==> src/rtl/serial_pkg.sv <==
// Shared constants and types for the serial pattern source and sequence detectors.
package serial_pkg;

  localparam int unsigned DEF_WIDTH = 8;
  localparam int unsigned DEF_RPT_W = 4;

  localparam logic [1:0] ST_IDLE  = 2'd0;
  localparam logic [1:0] ST_SHIFT = 2'd1;
  localparam logic [1:0] ST_GAP   = 2'd2;

  typedef enum logic [1:0] {
    IDLE  = ST_IDLE,
    SHIFT = ST_SHIFT,
    GAP   = ST_GAP
  } state_t;

  // Detector state constants shared by the serial sequence detectors
  localparam logic [1:0] DET_S0 = 2'd0;
  localparam logic [1:0] DET_S1 = 2'd1;
  localparam logic [1:0] DET_S2 = 2'd2;
  localparam logic [1:0] DET_S3 = 2'd3;

endpackage

==> src/rtl/piso_shift_reg.sv <==
// Parallel-in/serial-out shift register; dout is bit len-1 of the current contents.
module piso_shift_reg #(
  parameter int unsigned WIDTH = 8,
  parameter int unsigned LEN_W = $clog2(WIDTH) + 1
) (
  input  logic             clk,
  input  logic             reset_n,
  input  logic             load,
  input  logic             shift,
  input  logic [WIDTH-1:0] din,
  input  logic [LEN_W-1:0] len,
  output logic             dout
);

  logic [WIDTH-1:0] sr_q;

  always_ff @(posedge clk or negedge reset_n) begin
    if (!reset_n) begin
      sr_q <= '0;
    end else if (load) begin
      sr_q <= din;
    end else if (shift) begin
      sr_q <= sr_q << 1;
    end
  end

  assign dout = |(sr_q & (WIDTH'(1) << (len - LEN_W'(1))));

endmodule

==> src/rtl/serial_pattern_gen.sv <==
// Serial bit-pattern transmitter: MSB-first bursts of programmable length,
// repeated rpt+1 times with a one-cycle gap between repetitions.
module serial_pattern_gen
  import serial_pkg::*;
#(
  parameter int unsigned WIDTH = DEF_WIDTH,
  parameter int unsigned LEN_W = $clog2(WIDTH) + 1,
  parameter int unsigned RPT_W = DEF_RPT_W
) (
  input  logic             clk,
  input  logic             reset_n,
  input  logic             start,
  input  logic [WIDTH-1:0] pattern,
  input  logic [LEN_W-1:0] len,
  input  logic [RPT_W-1:0] rpt,
  output logic             x,
  output logic             valid,
  output logic             busy,
  output logic             done
);

  state_t           state_q, state_n;
  logic [WIDTH-1:0] pattern_q, pattern_n;
  logic [LEN_W-1:0] len_q, len_n;
  logic [LEN_W-1:0] cnt_q, cnt_n;
  logic [RPT_W-1:0] rpt_q, rpt_n;
  logic             x_n, valid_n, busy_n, done_n;
  logic             load, shift, sr_bit;
  logic [WIDTH-1:0] din;
  logic [LEN_W-1:0] len_eff;

  // Shift register holds the pattern pre-shifted by one so its output is the next bit to send
  piso_shift_reg #(.WIDTH(WIDTH), .LEN_W(LEN_W)) u_piso (
    .clk     (clk),
    .reset_n (reset_n),
    .load    (load),
    .shift   (shift),
    .din     (din),
    .len     (len_q),
    .dout    (sr_bit)
  );

  assign len_eff = (len > LEN_W'(WIDTH)) ? LEN_W'(WIDTH) : len;

  always_comb begin
    state_n   = state_q;
    pattern_n = pattern_q;
    len_n     = len_q;
    cnt_n     = cnt_q;
    rpt_n     = rpt_q;
    x_n       = 1'b0;
    valid_n   = 1'b0;
    busy_n    = 1'b0;
    done_n    = 1'b0;
    load      = 1'b0;
    shift     = 1'b0;
    din       = pattern_q << 1;
    case (state_q)
      IDLE: begin
        if (start && (len_eff != '0)) begin
          state_n   = SHIFT;
          pattern_n = pattern;
          len_n     = len_eff;
          rpt_n     = rpt;
          cnt_n     = len_eff - LEN_W'(1);
          load      = 1'b1;
          din       = pattern << 1;
          x_n       = |(pattern & (WIDTH'(1) << (len_eff - LEN_W'(1))));
          valid_n   = 1'b1;
          busy_n    = 1'b1;
        end
      end
      SHIFT: begin
        if (cnt_q != '0) begin
          cnt_n   = cnt_q - LEN_W'(1);
          shift   = 1'b1;
          x_n     = sr_bit;
          valid_n = 1'b1;
          busy_n  = 1'b1;
        end else if (rpt_q != '0) begin
          rpt_n   = rpt_q - RPT_W'(1);
          state_n = GAP;
          busy_n  = 1'b1;
        end else begin
          state_n = IDLE;
          done_n  = 1'b1;
        end
      end
      GAP: begin
        state_n = SHIFT;
        cnt_n   = len_q - LEN_W'(1);
        load    = 1'b1;
        x_n     = |(pattern_q & (WIDTH'(1) << (len_q - LEN_W'(1))));
        valid_n = 1'b1;
        busy_n  = 1'b1;
      end
      default: state_n = IDLE;
    endcase
  end

  always_ff @(posedge clk or negedge reset_n) begin
    if (!reset_n) begin
      state_q   <= IDLE;
      pattern_q <= '0;
      len_q     <= '0;
      cnt_q     <= '0;
      rpt_q     <= '0;
      x         <= 1'b0;
      valid     <= 1'b0;
      busy      <= 1'b0;
      done      <= 1'b0;
    end else begin
      state_q   <= state_n;
      pattern_q <= pattern_n;
      len_q     <= len_n;
      cnt_q     <= cnt_n;
      rpt_q     <= rpt_n;
      x         <= x_n;
      valid     <= valid_n;
      busy      <= busy_n;
      done      <= done_n;
    end
  end

endmodule

==> config.mk <==
export PLATFORM = sky130hd
export DESIGN_NAME = serial_pattern_gen
export DESIGN_NICKNAME = d
export VERILOG_FILES = /design/src/rtl/serial_pkg.sv /design/src/rtl/piso_shift_reg.sv /design/src/rtl/serial_pattern_gen.sv
export SDC_FILE = /design/constraint.sdc
export NUM_CORES = 1
export LEC_CHECK = 0
export ABC_AREA = 1
export BUFFER_PORTS_ARGS = -buffer_cell sky130_fd_sc_hd__buf_2
export CAP_MARGIN = 5
export CORE_MARGIN = 4
export CORE_UTILIZATION = 45
export CTS_CLUSTER_SIZE = 14
export DETAILED_ROUTE_END_ITERATION = 10
export GPL_TIMING_DRIVEN = 0
export PLACE_DENSITY_LB_ADDON = 0.08
export SYNTH_ARGS = -nofsm -noshare
export SYNTH_HDL_FRONTEND = slang
export SYNTH_SLANG_ARGS = --single-unit
==> constraint.sdc <==
create_clock -name clk -period 2.8 [get_ports clk]
set_clock_uncertainty 0.15 [all_clocks]
set_input_delay 0.14 -clock clk [delete_from_list [all_inputs] [get_ports clk]]
set_output_delay 0.14 -clock clk [all_outputs]
set_load 0.01 [all_outputs]
==> run metrics, run 1 <==
Slew @ Worst Pin=0.743 ns; Fin. Hold Viols=0; Syn Nets=303; hold path depth=3; Worst Setup End Kind=register; maxcap violations=0; Core Box Area=4410 µm²; status=completed; vias in the first global route=1710; DIE AREA=5760 µm²; Max clock buf depth=2; postcts setup bufs=0; hold buffer count at cts=6; post_cts resized=0; Layout Nets=338; final period utilization=84.2%; Critical Path AT=2.39 ns; Post-synth ARST share=100%; TritonCTS clock tree=built; aggregate global routing overflow=0; startpoint type of the worst setup path=input port; Post-synth top flop=dfrtp_1; WL/cell=13.1 µm; Slew headroom=50.5%; Setup CP Type=input port to register; register area share after synthesis=39.8%; Die Span Y=75.9 µm; Worst EP required=2.83 ns; Final Routed Wirelength=4.62 mm; ANT nets after route=0; VDD IR max=0.578 mV; I/O pins=23; Register Area=826 µm²; Synth warnings=0; DRT iter0 DRCs=98; power density over the cells=1120 nW/µm²; Reg clk slew, reported paths=0.07 ns; Slowest cell on crit path=dlygate4sd3_1; EDFF count, synth=0; pin count of the biggest net entering global routing=34; hold crit path type=input port to register; Synth cell types=29; Pre-Repair DR Iteration Count=4; Syn Area/Cell=7.80 µm²; Initial Utilization=47.0%; Lkg Pwr=1.24 nW; Overall Global Routing Usage=17.2%; Fmax=0.424 GHz; Hold Slack=0.00240 ns; fillcell total=423; CP max stage delay=0.54 ns; GPL Wtd Cong=0.783; dpl hpwl=3.49 mm; share of cells above drive strength 1=15.6%; first-pass GRT wire length=8.05 mm; Synth top area share=39.8%; r2r worst-path depth=8; vias=1780; cell taking the most area after synthesis=dfrtp_1; CTS Buf Count=5; critical-path cell list=dlygate4sd3_1 -> buf_2 -> nor2_1 -> nand2_1 -> a21oi_1 -> inv_1 -> ha_1 -> nand2_1 -> nand2_1 -> nand2_2 -> nand2_4 -> a21oi_4 -> o21ai_1 -> a22o_1; setup_tns=0 ns; cell area after synthesis=2080 µm²; final count of negative-setup-slack endpoints=0; multi-input logic area=1070 µm²; RSZ-0062 raised after global routing=no; Clock H-tree levels=2; Worst-Skew Late Latency=0.30 ns; clk sinks=33; cell with the most instances after synthesis=nand2_1; Area Growth Syn to Fin=15.5%; Slew Viols, Final=0; initial antenna violation count=0; Buffers on Ports=22; row count=24; drt drc=0; Via density=5.03; crit-path max FO=8; CP most frequent cell=nand2_1; Mapped Cells=266; Die W=75.9 µm; Seq cells post-synth=33; Post-synth top cells=nand2_1 (58), inv_1 (36), dfrtp_1 (33), nor2_1 (25), o21ai_0 (22); Antenna diodes=0; top cells by area, synth=dfrtp_1 (40%), ha_1 (11%), nand2_1 (10%), inv_1 (6.5%), o21ai_0 (5.3%); Tmin final=2.36 ns; CTS Root Cell=clkbuf_8
routing by layer:
metal	wire [µm]	track usage [%]	part of all wire, %	vias to the layer above
met3	214	4.03	4.6	5
met5	0	0	0	-
li1	-	-	-	943
met1	2210	22.8	48	801
met4	78	5.87	1.7	0
met2	2130	27.5	46	31
stage by stage:
step                instances  cell area (µm²)  power (mW)  worst slack, ns  util (%)
floorplan                 266             2080        1.96            0.997         -
global placement          340             2250        2.32            0.709      51.0
detailed placement        340             2250        2.33            0.666      51.0
CTS                       354             2400        2.70            0.442      54.3
global route              354             2400        2.98            0.245      54.3
finish                    354             2400        2.69            0.442      54.3
where the power goes:
group          switching (mW)  leakage [nW]  internal [mW]
clock                   0.186        0.0439          0.171
sequential              0.152         0.408          0.708
combinational           0.937         0.784          0.532
cell usage in the layout, fill, tap and decap left out, drive strengths merged, types with 8 or more instances in the layout:
cell   synthesis  routed
nand2         64      64
a21oi         13      13
dfrtp         33      33
buf            3      25
nand3         10      10
nor2          25      25
nand4          8       8
o22ai          8       8
ha            18      18
o21ai         33      33
inv           39      39
worst paths after layout:
check | from | end | slack, ns
max reg2reg | state_q[1]$_DFFE_PN0P_ | rpt_q[2]$_DFFE_PN0P_ | 0.78
max | len[1] | rpt_q[2]$_DFFE_PN0P_ | 0.44
min | len[0] | len_q[0]$_DFFE_PN0P_ | 0.002
max in group asynchronous | reset_n | x$_DFF_PN0_ | 1.73
min reg2reg | pattern_q[7]$_DFFE_PN0P_ | pattern_q[7]$_DFFE_PN0P_ | 0.36
min in group asynchronous | reset_n | pattern_q[2]$_DFFE_PN0P_ | 0.29
state kept, by name, indices dropped and copies added (netlist names), 2 cells and up:
name	flops
pattern_q	8
u_piso.sr_q	7
cnt_q	4
len_q	4
rpt_q	4
state_q	2
cells by family after synthesis:
| kind of cell | share of synthesized area, % |
|---|---|
| and+or+nand+nor | 22.7 |
| AOI/OAI and AO/OA | 16.9 |
| buffers and inverters | 8.56 |
| DFF | 39.8 |
| adders and majority gates | 10.9 |
| xor gates and xnor gates | 1.27 |
critical path: cells and delay by family:
kind / cells / cell delay, ns
AND/OR/NAND/NOR: 6 / 0.51
adder cells (fa/ha/maj): 1 / 0.23
buffers and inverters: 3 / 0.79
AO/OA/AOI/OAI: 4 / 0.72
area by class of cell:
class / instances / share of cell area (%)
sequential: 33 / 34.4
clock buffer: 5 / 2.87
inverter: 40 / 6.26
multi-input combinational: 190 / 44.7
clock inverter: 3 / 0.731
buffer: 3 / 1.15
timing repair buffer: 28 / 7.10
tap: 52 / 2.71
No activity file was read; power rests on OpenSTA's default activity.
==> run 2, diff against run 1 <==
ABC_AREA = 0   (was 1)
clock period = 2 ns   (was 2.8 ns; I/O delays follow)
==> run metrics, run 2 <==
WL/cell=15.6 µm; multi-input logic area=1220 µm²; register area share after synthesis=40.8%; main combinational cell family by area after synthesis=compound AO/OA/AOI/OAI gates; max reg flops=8; Setup CP Type=register to register; I/O pins=23; Register Area=827 µm²; Buffers on Ports=22; Overall Global Routing Usage=18.5%; top cells by area, synth=dfrtp_1 (41%), ha_1 (11%), mux2_2 (5.0%), nand2_1 (3.5%), nor2_1 (3.0%); Fmax=0.510 GHz; Simple-Gate Fraction of Synth Area=14.8%; startpoint type of the worst setup path=register; final setup margin=0.0408 ns; CTS Root Cell=clkbuf_8; TritonCTS clock tree=built; biggest regs=pattern_q: 8 flops, u_piso.sr_q: 7 flops; pin count of the biggest net entering global routing=34; pre-CTS setup slack=-0.271 ns; CP max stage delay=0.43 ns; Syn Nets=233; Fin. Hold Viols=0; Post-synth top cells=dfrtp_1 (33), nand2_1 (19), ha_1 (18), nor2_1 (16), inv_1 (12); Area Growth Syn to Fin=31.1%; Clock H-tree levels=2; ANT nets after route=0; row count=24; Die Span Y=75.1 µm; Core Box Area=4350 µm²; final count of negative-setup-slack endpoints=0; cell taking the most area after synthesis=dfrtp_1; Max clock buf depth=2; Via density=5.53; Worst Setup End Kind=register; post-synthesis mux area share=9.70%; post-synthesis xor/xnor area fraction=2.16%; final period utilization=98.0%; Pre-Repair DR Iteration Count=4; crit path buf inv count=1; fillcell total=366; Worst EP required=2.01 ns; Slew Viols, Final=0; Antenna diodes=0; VDD IR max=0.936 mV; Seq cells post-synth=33; Layout Nets=288; Worst-Skew Late Latency=0.28 ns; Slew headroom=50.3%; EDFF count, synth=0; Synth top area share=40.8%; Syn Area/Cell=10.3 µm²; DIE AREA=5640 µm²; hold crit path type=input port to register; fin util=61.0%; cell area after synthesis=2030 µm²; status=completed; Post-synth ARST share=100%; Biggest register=pattern_q; CTS Buf Count=5; aggregate global routing overflow=0; Post-synth top flop=dfrtp_1; Die W=75.1 µm; Lkg Pwr=1.21 nW; GPL Wtd Cong=0.772; Mapped Cells=196; drt drc=0; share of cells above drive strength 1=32.5%; most frequent cells in the layout=dfrtp_1 (32), buf_2 (22), nand2_1 (19); Final Routed Wirelength=4.75 mm; most common cell after layout, fill and taps aside=dfrtp_1; power density over the cells=1730 nW/µm²; maxcap violations=0; Critical Path AT=1.97 ns; Adder-Cell Fraction of Synth Area=11.1%; cell with the most instances after synthesis=dfrtp_1; vias in the first global route=1735; crit-path max FO=4; initial antenna violation count=0; vias=1681; CP delay by family, top=flip-flops; Tmin final=1.96 ns; first-pass GRT wire length=7.98 mm; Slew @ Worst Pin=0.745 ns; Synth cell types=45; clk sinks=33; DRT iter0 DRCs=104; setup slack, reg-to-reg=0.04 ns; Initial Utilization=46.5%; post-synthesis compound-gate area fraction=17.4%; Slowest cell on crit path=dfrtp_1; critical-path cell list=inv_2 -> ha_4 -> xnor2_4 -> mux2_4 -> a221o_1 -> nand3_1 -> a21oi_1; dpl hpwl=3.51 mm; Reg clk slew, reported paths=0.07 ns; Synth warnings=0
-- run 2: final timing paths --
check	cells after the start	start	end
min in group asynchronous	2	reset_n	u_piso.sr_q[1]$_DFFE_PN0P_
worst max-delay path	7	len_q[1]$_DFFE_PN0P_	x$_DFF_PN0_
max in group asynchronous	2	reset_n	len_q[0]$_DFFE_PN0P_
worst max register to register	7	len_q[1]$_DFFE_PN0P_	x$_DFF_PN0_
worst min register to register	1	pattern_q[1]$_DFFE_PN0P_	pattern_q[1]$_DFFE_PN0P_
worst min-delay path	3	len[0]	len_q[0]$_DFFE_PN0P_
-- run 2: cells by family after synthesis --
logic type                 count (synthesis)
buffers and inverters                     18
muxes                                     17
xor gates and xnor gates                   5
AOI/OAI and AO/OA                         45
adders and majority gates                 18
and+or+nand+nor                           60
DFF                                       33
-- run 2: metal layers --
metal | vias up | GRT usage, % | wire length, µm
li1 | 817 | - | -
met1 | 820 | 21.9 | 2050
met2 | 35 | 33.0 | 2420
met3 | 9 | 3.74 | 199
met4 | 0 | 6.52 | 79
met5 | - | 0 | 0
-- run 2: cell type report --
class                   count  area share [%]
plain buffers               4            1.41
clock inverters             1            1.13
inverters                  13            1.98
well taps                  52            2.45
flip-flops and latches     33            31.1
multi-input cells         146            45.8
repair buffers             48            12.8
clock buffers               7            3.25
-- run 2: power by group --
part | leakage, nW | internal, mW | switching (mW)
Combinational | 0.756 | 1.35 | 1.31
Clock | 0.0585 | 0.406 | 0.241
Sequential | 0.396 | 1.01 | 0.273
Total | 1.21 | 2.77 | 1.82
-- run 2: stage by stage --
stage / cell area, µm² / instances / setup TNS, ns / total power [mW] / hold WS (ns)
finish: 2660 / 304 / 0 / 4.59 / 0.0691
CTS: 2500 / 292 / -0.134 / 4.24 / 0.0806
global placement: 2210 / 270 / -1.54 / 3.38 / 0.0446
floorplan: 2030 / 196 / 0 / 2.93 / -0.346
detailed placement: 2210 / 270 / -3.28 / 3.47 / 0.0512
global route: 2660 / 304 / -0.000113 / 4.94 / 0.0918
-- run 2: worst min-delay path, cell delays in order --
cell and delay (ns):
buf_2 0.11, nand2b_2 0.14, o21ai_0 0.11
-- run 2: repair_timing --
action                                 CTS  global route
resized for setup                        7            20
setup buffers                            0            12
pin swaps                                0             3
endpoints found under the hold margin   46             0
setup endpoints to repair               17            17
cloned                                   0             1
hold buffers                            14             0
==> run 3, diff against run 2 <==
clock period = 1.92 ns   (was 2 ns; I/O delays follow)
==> run metrics, run 3 (same netlist as run 2, synthesis figures left out) <==
status=completed; RSZ-0062 raised after global routing=yes; Overall Global Routing Usage=20.0%; Fin. Hold Viols=0; Clock H-tree levels=2; crit-path max FO=4; biggest regs=pattern_q: 8 flops, u_piso.sr_q: 7 flops; TritonCTS clock tree=built; Worst-Skew Late Latency=0.29 ns; hold path depth=3; Slew Viols, Final=0; Worst Setup End Kind=register; final period utilization=99.1%; max reg flops=8; Worst EP required=1.94 ns; Layout Nets=285; vias in the first global route=1747; maxcap violations=0; R2R Path End=x$_DFF_PN0_; Core Box Area=4350 µm²; worst r2r src=len_q[0]$_DFFE_PN0P_; CTS Root Cell=clkbuf_8; final non-filler cell total=301; dpl hpwl=3.60 mm; vias=1709; Fmax=0.525 GHz; final instance area=2700 µm²; power density over the cells=1830 nW/µm²; DIE AREA=5640 µm²; Slew @ Worst Pin=0.759 ns; Die Span Y=75.1 µm; Antenna diodes=0; startpoint type of the worst setup path=register; setup slack, reg-to-reg=0.02 ns; VDD IR max=0.969 mV; GPL Wtd Cong=0.743; final count of negative-setup-slack endpoints=0; r2r worst-path depth=7; Via density=5.68; clk sinks=33; I/O pins=23; CP max stage delay=0.44 ns; fin util=62.1%; ANT nets after route=0; critical-path cell list=inv_2 -> ha_4 -> xnor2_4 -> mux2_4 -> a221o_1 -> nand3_1 -> a21oi_2; Initial Utilization=46.5%; pre-CTS setup slack=-0.341 ns; share of cells above drive strength 1=35.3%; CTS Buf Count=5; row count=24; Lkg Pwr=1.22 nW; placed cell areas=2230 µm²; Final Routed Wirelength=5.25 mm; hold crit path type=input port to register; Area Growth Syn to Fin=33.5%; Worst Hold End=len_q[0]$_DFFE_PN0P_; Max clock buf depth=2; Pre-Repair DR Iteration Count=4; WL/cell=17.4 µm; Reg clk slew, reported paths=0.07 ns; DRT iter0 DRCs=62; first-pass GRT wire length=8.36 mm; Tmin final=1.90 ns; Slew headroom=49.4%; most common cell after layout, fill and taps aside=dfrtp_1; most frequent cells in the layout=dfrtp_1 (31), buf_2 (22), nand2_1 (19); Worst Hold Launch=len[0]; Slowest cell on crit path=dfrtp_2; Die W=75.1 µm; Setup CP Type=register to register; fillcell total=347; aggregate global routing overflow=0; Biggest register=pattern_q; Inst Count DP=270; initial antenna violation count=0; Critical Path AT=1.92 ns; final setup margin=0.0170 ns; overall power=4.94 mW; Buffers on Ports=22; drt drc=0; pin count of the biggest net entering global routing=34
run 3: worst max path at each step:
stage / slack (ns) / from / endpoint
6_report: 0.02 / len_q[0]$_DFFE_PN0P_ / x$_DFF_PN0_
5_1_grt: -0.07 / cnt_q[0]$_DFFE_PN0P_ / rpt_q[3]$_DFFE_PN0P_
4_1_cts: -0.03 / state_q[1]$_DFFE_PN0P_ / rpt_q[3]$_DFFE_PN0P_
3_5_place_dp: -0.34 / len[3] / cnt_q[3]$_DFFE_PN0P_
3_3_place_gp: -0.27 / len[3] / cnt_q[3]$_DFFE_PN0P_
2_1_floorplan: 0.02 / len_q[0]$_DFFE_PN0P_ / x$_DFF_PN0_
run 3: stage by stage:
stage | TNS (ns) | hold slack, ns
6_report | 0 | 0.00985
5_1_grt | -0.265 | 0.0243
4_1_cts | -0.0272 | 0.0465
3_5_place_dp | -5.25 | 0.0598
3_3_place_gp | -3.46 | 0.0444
2_1_floorplan | 0 | -0.350
run 3: worst max-delay path: cells and delay by family, from the launching register on:
family / cells / cell delay (ns)
buffers and inverters: 1 / 0.10
XOR/XNOR: 1 / 0.13
flip-flops: 1 / 0.44
AND/OR/NAND/NOR: 1 / 0.11
multiplexers: 1 / 0.32
AO/OA/AOI/OAI: 2 / 0.36
adder cells (fa/ha/maj): 1 / 0.16
run 3: power by group:
group / switching [mW] / leakage, nW / internal (mW)
registers: 0.303 / 0.394 / 1.06
logic: 1.48 / 0.763 / 1.41
clock network: 0.269 / 0.0574 / 0.422
run 3: timing repair:
| action | in CTS | in global routing |
|---|---|---|
| resized for setup | 13 | 28 |
| pin swaps | 1 | 8 |
| endpoints found under the setup margin | 20 | 16 |
| hold buffers | 14 | 0 |
| setup buffers | 3 | 6 |
| hold endpoints to repair | 46 | 0 |
| cloned | 0 | 1 |
run 3: cell type report:
type / instances / area [µm²] / area share, %
Clock inverter: 2 / 37.5 / 1.39
Timing Repair Buffer: 45 / 318 / 11.8
Multi-Input combinational cell: 146 / 1280 / 47.3
Buffer: 4 / 41.3 / 1.53
Clock buffer: 6 / 82.6 / 3.05
Tap cell: 52 / 65.1 / 2.41
Sequential cell: 33 / 828 / 30.6
Inverter: 13 / 51.3 / 1.90
run 3: metal layers:
layer	global-route usage, %	vias up	routed length [µm]
li1	-	815	-
met1	25.9	851	2420
met2	31.8	36	2530
met3	5.34	7	205
met4	7.91	0	93
met5	0	-	0
